<file path="src/rtl/alu_issue_stage_if.sv">
// rtl/alu_issue_stage_if.sv - request, ALU and result/status signals of the ALU issue stage
interface alu_issue_stage_if #(
    parameter int WIDTH = 4,
    parameter int CNT_W = 8
);
    // request channel
    logic             in_valid;
    logic             in_ready;
    logic [2:0]       in_op;
    logic [WIDTH-1:0] in_a;
    logic [WIDTH-1:0] in_b;

    // ALU side
    logic [WIDTH-1:0] alu_a;
    logic [WIDTH-1:0] alu_b;
    logic [2:0]       alu_op;
    logic [WIDTH-1:0] alu_result;
    logic             alu_zero;
    logic             alu_overflow;

    // result channel
    logic             out_valid;
    logic             out_ready;
    logic [2:0]       out_op;
    logic [WIDTH-1:0] out_result;
    logic             out_zero;
    logic             out_overflow;
    logic             out_illegal;

    // statistics
    logic             clr_stats;
    logic             sticky_ovf;
    logic [CNT_W-1:0] ovf_count;

    // environment side: issues requests, models the ALU, consumes results
    modport master (
        output in_valid, in_op, in_a, in_b,
        input  in_ready,
        input  alu_a, alu_b, alu_op,
        output alu_result, alu_zero, alu_overflow,
        input  out_valid, out_op, out_result, out_zero, out_overflow, out_illegal,
        output out_ready,
        output clr_stats,
        input  sticky_ovf, ovf_count
    );

    // issue stage side
    modport slave (
        input  in_valid, in_op, in_a, in_b,
        output in_ready,
        output alu_a, alu_b, alu_op,
        input  alu_result, alu_zero, alu_overflow,
        output out_valid, out_op, out_result, out_zero, out_overflow, out_illegal,
        input  out_ready,
        input  clr_stats,
        output sticky_ovf, ovf_count
    );
endinterface

</file>
<file path="src/rtl/alu_issue_stage.sv">
// rtl/alu_issue_stage.sv - two-stage valid/ready pipeline around the combinational 4-bit ALU
module alu_issue_stage #(
    parameter int WIDTH = 4,
    parameter int CNT_W = 8
) (
    input  logic              clk,
    input  logic              reset,
    alu_issue_stage_if.slave  bus
);
    localparam logic [2:0] OP_ILLEGAL = 3'b101;

    // stage 1: accepted request, drives the ALU
    logic             s1_valid;
    logic [2:0]       s1_op;
    logic [WIDTH-1:0] s1_a;
    logic [WIDTH-1:0] s1_b;

    // stage 2: captured ALU outputs awaiting the consumer
    logic             s2_valid;
    logic [2:0]       s2_op;
    logic [WIDTH-1:0] s2_result;
    logic             s2_zero;
    logic             s2_ovf;
    logic             s2_illegal;

    logic             sticky_q;
    logic [CNT_W-1:0] ovf_cnt_q;

    logic s2_load;
    logic in_ready_int;
    logic in_fire;
    logic out_fire;
    logic s1_illegal;

    assign s2_load      = s1_valid && (!s2_valid || bus.out_ready);
    assign in_ready_int = !s1_valid || s2_load;
    assign in_fire      = bus.in_valid && in_ready_int;
    assign out_fire     = s2_valid && bus.out_ready;
    assign s1_illegal   = (s1_op == OP_ILLEGAL);

    assign bus.in_ready     = in_ready_int;
    assign bus.alu_a        = s1_a;
    assign bus.alu_b        = s1_b;
    assign bus.alu_op       = s1_op;
    assign bus.out_valid    = s2_valid;
    assign bus.out_op       = s2_op;
    assign bus.out_result   = s2_result;
    assign bus.out_zero     = s2_zero;
    assign bus.out_overflow = s2_ovf;
    assign bus.out_illegal  = s2_illegal;
    assign bus.sticky_ovf   = sticky_q;
    assign bus.ovf_count    = ovf_cnt_q;

    // stage 1: take a new request, or empty once its contents move to stage 2
    always_ff @(posedge clk) begin
        if (reset) begin
            s1_valid <= 1'b0;
            s1_op    <= '0;
            s1_a     <= '0;
            s1_b     <= '0;
        end else if (in_fire) begin
            s1_valid <= 1'b1;
            s1_op    <= bus.in_op;
            s1_a     <= bus.in_a;
            s1_b     <= bus.in_b;
        end else if (s2_load) begin
            s1_valid <= 1'b0;
        end
    end

    // stage 2: capture the ALU outputs (squashed for the unassigned op), hold until taken
    always_ff @(posedge clk) begin
        if (reset) begin
            s2_valid   <= 1'b0;
            s2_op      <= '0;
            s2_result  <= '0;
            s2_zero    <= 1'b0;
            s2_ovf     <= 1'b0;
            s2_illegal <= 1'b0;
        end else if (s2_load) begin
            s2_valid   <= 1'b1;
            s2_op      <= s1_op;
            s2_result  <= s1_illegal ? '0 : bus.alu_result;
            s2_zero    <= s1_illegal ? 1'b0 : bus.alu_zero;
            s2_ovf     <= s1_illegal ? 1'b0 : bus.alu_overflow;
            s2_illegal <= s1_illegal;
        end else if (out_fire) begin
            s2_valid   <= 1'b0;
        end
    end

    // overflow statistics on delivered results; an explicit clear takes priority
    always_ff @(posedge clk) begin
        if (reset || bus.clr_stats) begin
            sticky_q  <= 1'b0;
            ovf_cnt_q <= '0;
        end else if (out_fire && s2_ovf) begin
            sticky_q <= 1'b1;
            if (ovf_cnt_q != {CNT_W{1'b1}}) begin
                ovf_cnt_q <= ovf_cnt_q + CNT_W'(1);
            end
        end
    end
endmodule

</file>
<file path="src/flat_wrapper.sv">
// flat-port wrapper written by rule: the top's interface ports become plain ports
module alu_issue_stage_flat 
#(
    parameter int WIDTH = 4,
    parameter int CNT_W = 8
)
  (clk, reset, bus_in_valid, bus_in_op, bus_in_a, bus_in_b, bus_in_ready, bus_alu_a, bus_alu_b, bus_alu_op, bus_alu_result, bus_alu_zero, bus_alu_overflow, bus_out_valid, bus_out_op, bus_out_result, bus_out_zero, bus_out_overflow, bus_out_illegal, bus_out_ready, bus_clr_stats, bus_sticky_ovf, bus_ovf_count);
  alu_issue_stage_if #(.WIDTH(WIDTH), .CNT_W(CNT_W)) bus_i ();
  input  logic clk;
  input  logic reset;
  input wire logic [$bits(bus_i.in_valid)-1:0] bus_in_valid;
  input wire logic [$bits(bus_i.in_op)-1:0] bus_in_op;
  input wire logic [$bits(bus_i.in_a)-1:0] bus_in_a;
  input wire logic [$bits(bus_i.in_b)-1:0] bus_in_b;
  output wire logic [$bits(bus_i.in_ready)-1:0] bus_in_ready;
  output wire logic [$bits(bus_i.alu_a)-1:0] bus_alu_a;
  output wire logic [$bits(bus_i.alu_b)-1:0] bus_alu_b;
  output wire logic [$bits(bus_i.alu_op)-1:0] bus_alu_op;
  input wire logic [$bits(bus_i.alu_result)-1:0] bus_alu_result;
  input wire logic [$bits(bus_i.alu_zero)-1:0] bus_alu_zero;
  input wire logic [$bits(bus_i.alu_overflow)-1:0] bus_alu_overflow;
  output wire logic [$bits(bus_i.out_valid)-1:0] bus_out_valid;
  output wire logic [$bits(bus_i.out_op)-1:0] bus_out_op;
  output wire logic [$bits(bus_i.out_result)-1:0] bus_out_result;
  output wire logic [$bits(bus_i.out_zero)-1:0] bus_out_zero;
  output wire logic [$bits(bus_i.out_overflow)-1:0] bus_out_overflow;
  output wire logic [$bits(bus_i.out_illegal)-1:0] bus_out_illegal;
  input wire logic [$bits(bus_i.out_ready)-1:0] bus_out_ready;
  input wire logic [$bits(bus_i.clr_stats)-1:0] bus_clr_stats;
  output wire logic [$bits(bus_i.sticky_ovf)-1:0] bus_sticky_ovf;
  output wire logic [$bits(bus_i.ovf_count)-1:0] bus_ovf_count;
  assign bus_i.in_valid = bus_in_valid;
  assign bus_i.in_op = bus_in_op;
  assign bus_i.in_a = bus_in_a;
  assign bus_i.in_b = bus_in_b;
  assign bus_in_ready = bus_i.in_ready;
  assign bus_alu_a = bus_i.alu_a;
  assign bus_alu_b = bus_i.alu_b;
  assign bus_alu_op = bus_i.alu_op;
  assign bus_i.alu_result = bus_alu_result;
  assign bus_i.alu_zero = bus_alu_zero;
  assign bus_i.alu_overflow = bus_alu_overflow;
  assign bus_out_valid = bus_i.out_valid;
  assign bus_out_op = bus_i.out_op;
  assign bus_out_result = bus_i.out_result;
  assign bus_out_zero = bus_i.out_zero;
  assign bus_out_overflow = bus_i.out_overflow;
  assign bus_out_illegal = bus_i.out_illegal;
  assign bus_i.out_ready = bus_out_ready;
  assign bus_i.clr_stats = bus_clr_stats;
  assign bus_sticky_ovf = bus_i.sticky_ovf;
  assign bus_ovf_count = bus_i.ovf_count;
  alu_issue_stage #(.WIDTH(WIDTH), .CNT_W(CNT_W)) u_core (.clk(clk), .reset(reset), .bus(bus_i));
endmodule
</file>
<file path="config.mk">
export PLATFORM = sky130hd
export DESIGN_NAME = alu_issue_stage_flat
export DESIGN_NICKNAME = d
export VERILOG_FILES = /design/src/rtl/alu_issue_stage_if.sv /design/src/rtl/alu_issue_stage.sv /design/src/flat_wrapper.sv
export SDC_FILE = /design/constraint.sdc
export NUM_CORES = 1
export LEC_CHECK = 0
export CAP_MARGIN = 20
export CORE_ASPECT_RATIO = 1.1
export CORE_MARGIN = 4
export CORE_UTILIZATION = 30
export CTS_CLUSTER_DIAMETER = 30
export DETAILED_ROUTE_END_ITERATION = 16
export SETUP_SLACK_MARGIN = 0.2
export SYNTH_ARGS = -nofsm -noshare
export SYNTH_HDL_FRONTEND = slang
export SYNTH_SLANG_ARGS = --single-unit
</file>
<file path="constraint.sdc">
create_clock -name clk -period 2.67 [get_ports clk]
set_input_delay 0.534 -clock clk [delete_from_list [all_inputs] [get_ports clk]]
set_output_delay 0.534 -clock clk [all_outputs]
set_load 0.02 [all_outputs]
</file>
# Yosys cells after proc, flatten, opt, wreduce, memory -nomap -nowiden
# Index checks and enable logic that the tools add are counted.
op_classes:
  add_sub_neg: 1
  n_eq_ne: 2
  n_mux: 7
  reduce_logical: 12
ops:
  columns: ["op", "count"]
  rows:
  - ["adder 8 x 1 -> 8 bit, second input constant", 1]
  - ["!= test 8 bit, second input constant", 1]
  - ["two-way mux 1 bit", 6]
  - ["logical AND 1 bit", 4]
  - ["two-way mux 4 bit", 1]
  - ["nonzero test 2 bit", 2]
  - ["equality test 3 bit, second input constant", 1]
  - ["logical OR 1 bit", 3]
  - ["logical NOT 1 bit", 2]
  - ["AND reduction 2 bit", 1]
word_totals:
  regBits: 32
  inputBits: 22
  elab_cells: 34

# Logic depth before layout (Yosys ltp)
depth:
  word_depth: 6
  ltp_mapped: 5
  ltp_nobuf: 5

# Worst setup path after synthesis
# Ideal clock, no wire load.
synth_timing:
  path_kind: "input to output"
  from: "in bus_out_ready"
  to: "out bus_in_ready"
  arrival_ns: 1.093
  required_time_ns: 2.136
  path_slack_ns: 1.043
  stages: 2
  path_cell_list: "nand3b_1 > clkbuf_1"
synth_via:
  elab_chain_cells: 3
synth_lines:
  columns: ["item", "line_no", "source"]
  rows:
  - ["from (decl)", "flat_wrapper.sv:28", "input wire logic [$bits(bus_i.out_ready)-1:0] bus_out_ready;"]
  - ["logical OR 1 bit", "alu_issue_stage.sv:35", "assign s2_load = s1_valid && (!s2_valid || bus.out_ready);"]
  - ["logical AND 1 bit", "alu_issue_stage.sv:35", null]
  - ["logical OR 1 bit", "alu_issue_stage.sv:36", "assign in_ready_int = !s1_valid || s2_load;"]
  - ["to (decl)", "flat_wrapper.sv:15", "output wire logic [$bits(bus_i.in_ready)-1:0] bus_in_ready;"]
# No other way between the ends.

# Worst setup path after layout
# Same ends and word-level chain as after synthesis.

==> flow_metrics.env <==
export IMPL_clock_fmax_mhz=425.0
export IMPL_count_of_tritonroute_iterations_in_the_first_routing_pass=4
export IMPL_synth_top_area_share_pct=50.79
export IMPL_mappedNetlistArea_um2=1261
export IMPL_hpwl_mm=2.482
export IMPL_remaining_drc_errors=0
export IMPL_cts_root_buf="clkbuf_8"
export IMPL_post_cts_setup_buffer_count=0
export IMPL_timing_critical_path_cells="clkdlybuf4s50_1 > nand3b_1 > clkdlybuf4s50_1"
export IMPL_run_status="finished, final reports clean"
export IMPL_tritoncts="done"
export IMPL_yosys_area_top_type="dfxtp_1"
export IMPL_final_antenna_net_count=0
export IMPL_cellLeakagePower_uw=0.0007215
export IMPL_crit_path_top_delay_cell="clkdlybuf4s50_1"
export IMPL_slew_headroom_pct=65.00
export IMPL_drt_wirelength_per_cell_um=12.92
export IMPL_grt_remaining_overflow=0
export IMPL_floorplan_initialDensity_pct=31.34
export IMPL_post_cts_resize_count=0
export IMPL_io_pins=54
export IMPL_gpl_final_weighted_congestion=0.6864
export IMPL_fin_ws_ns=0.3169
export IMPL_die_wd_um=69.82
export IMPL_fin_tns_setup_ns=0
export IMPL_cts_hold_buffers=0
export IMPL_timing_hold_violations_final=0
export IMPL_warnings_synthesis=0
export IMPL_clk_transition_reported_paths_ns=0.06
export IMPL_required_ns=2.14
export IMPL_cp_start_kind="input pin"
export IMPL_worst_pin_slew_ns=0.5250
export IMPL_library_cells_used_by_synthesis=28
export IMPL_synthesis_area_per_instance_um2=8.882
export IMPL_path_type_of_the_worst_setup_path="in -> out"
export IMPL_global_route_wire_length_before_repair_mm=5.685
export IMPL_drt_first_iter_violations=78
export IMPL_dpl_cell_area_um2=1852
export IMPL_core_rowCount=24
export IMPL_crit_top_cell="clkdlybuf4s50_1"
export IMPL_drt_vias_per_instance=4.845
export IMPL_synthesis_instances=142
export IMPL_cts_inserted_buffers=5
export IMPL_syn_num_nets=165
export IMPL_antenna_diode_count=0
export IMPL_initial_antenna_violation_count=0
export IMPL_hp_class="reg -> reg"
export IMPL_pin_count_of_the_biggest_net_entering_global_routing=24
export IMPL_clock_skew_final_ns=0.006728
export IMPL_maxCapViolCount=0
export IMPL_cts_htree_levels=2
export IMPL_fillCellCount=409
export IMPL_core_area_um2=4024
export IMPL_fin_crit_sh_pct=88.13
export IMPL_fp_dieH_um=76.01
export IMPL_drive_above_1_share_pct=8.040
export IMPL_cts_sink_count=32
export IMPL_area_growth_syn_to_layout_pct=53.97
export IMPL_drt_wl_total_mm=3.242
export IMPL_synth_area_leaders="dfxtp_1, a21oi_1, nand3_1"
export IMPL_timing_max_transition_violations_final=0
export IMPL_worst_skew_pair_latency_ns=0.28
export IMPL_num_nets_final=221
export IMPL_ctsLongestPathBuffers=2
export IMPL_cpPeakStageDelay_ns=0.63
export IMPL_critical_path_max_fanout=2
export IMPL_power_density_nw_per_um2=524.3
export IMPL_seq_area_um2=640.6
export IMPL_ys_ff_latch=32
export IMPL_fin_util_pct=48.26
export IMPL_rsz0062_at_grt="false"
export IMPL_yosysSeqAreaShare_pct=50.79
export IMPL_num_vias=1216
export IMPL_final_instance_area_um2=1942
export IMPL_first_global_vias=1206
export IMPL_timing_final_crit_period_ns=2.353
export IMPL_total_area_of_multi_input_combinational_cells_um2=570.5
export IMPL_setup_violations_final=0
export IMPL_ir_worst_vdd_mv=0.3194
export IMPL_detailedPlace_worstSlack_ns=0.3295
export IMPL_die_area_um2=5307
export IMPL_arrival_ns=1.82
export IMPL_port_buffers=53
export IMPL_critPathCaptureType="output port"
export IMPL_grt_use_total_pct=13.34
## state kept, by name, indices dropped and copies added, names as in the netlist
register	flops
u_core.bus.ovf_count	8
u_core.bus.out_op	3
u_core.s1_valid	1
u_core.bus.alu_op	3
u_core.bus.alu_a	4
u_core.bus.out_illegal	1
u_core.bus.out_zero	1
u_core.bus.out_result	4
u_core.bus.out_valid	1
u_core.bus.sticky_ovf	1
u_core.bus.alu_b	4
u_core.bus.out_overflow	1
## metrics by stage
step           cells  hold slack, ns  power, uW
2_1_floorplan    142          0.4828      577.2
3_3_place_gp     243          0.4440      652.9
3_5_place_dp     243          0.4481      655.2
4_1_cts          251          0.4566       1032
5_1_grt          251          0.4786       1073
6_report         251          0.4513       1018
## worst max-delay path, delay by kind of cell
kind | cells | cell delay [ns]
buffers and inverters | 2 | 1.13
AND/OR/NAND/NOR | 1 | 0.15
## synthesized netlist by cell type, drive strengths merged
library cell  instances
nand3b                1
a21oi                14
inv                   6
clkbuf                6
o2111a                1
o21ba                 1
o31ai                 2
ha                    1
mux2i                 5
and3                  1
or4                   1
nand2b                1
nand2                16
xor2                  1
a22oi                 6
a211oi                2
dfxtp                32
a31o                  1
nor2                 17
or2                   1
nand4                 2
buf                   1
nand3                13
a311oi                1
o21a                  2
and2b                 1
nor3                  6
## cell type report
class	instances	area share (%)
sequential	32	32.99
inverter	6	1.160
timing repair buffer	56	28.48
multi-input combinational	97	29.38
tap	52	3.351
clock buffer	8	4.639
## metal layers
metal	part of all wire [%]	GRT usage (%)	vias to the layer above	routed length (um)
li1	-	-	610	-
met1	43	16.02	558	1378
met2	48	20.42	46	1541
met3	9.4	6.860	2	306
met4	0.49	4.598	0	16
met5	0	0	-	0
## worst paths after layout
check	from	end	slack, ns	depth (start not counted)
worst min-delay path	u_core.bus.alu_a[3]	u_core.bus.alu_a[3]	0.45	2
worst max-delay path	bus_out_ready	bus_in_ready	0.32	3
worst min register to register	u_core.bus.alu_a[3]	u_core.bus.alu_a[3]	0.45	2
worst max register to register	u_core.bus.ovf_count[0]	u_core.bus.ovf_count[1]	1.12	5
## power by group
part | switching, uW | leakage, uW | internal (uW)
Combinational | 63.4 | 0.000415 | 72.6
Clock | 165 | 0.0000455 | 210
Sequential | 12.4 | 0.000261 | 495
Total | 240 | 0.000722 | 778
## kinds of logic after synthesis
logic type	Yosys count	synth area share, %
simple gates	60	23.31
flops	32	50.79
compound gates	30	16.27
buf+inv	13	3.968
mux	5	3.968
xor+xnor	1	0.6946
fa+ha+maj	1	0.9919
## placed cells by master (no fill, tap or decap), types with 3 or more instances in the layout
master           count
clkdlybuf4s50_1     53
dfxtp_1             32
nor2_1              17
nand2_1             16
a21oi_1             14
nand3_1             13
inv_1                6
nor3_1               6
a22oi_1              6
clkbuf_8             6
mux2i_1              5
buf_4                3
Note: power is estimated with default switching activity, not from simulation.
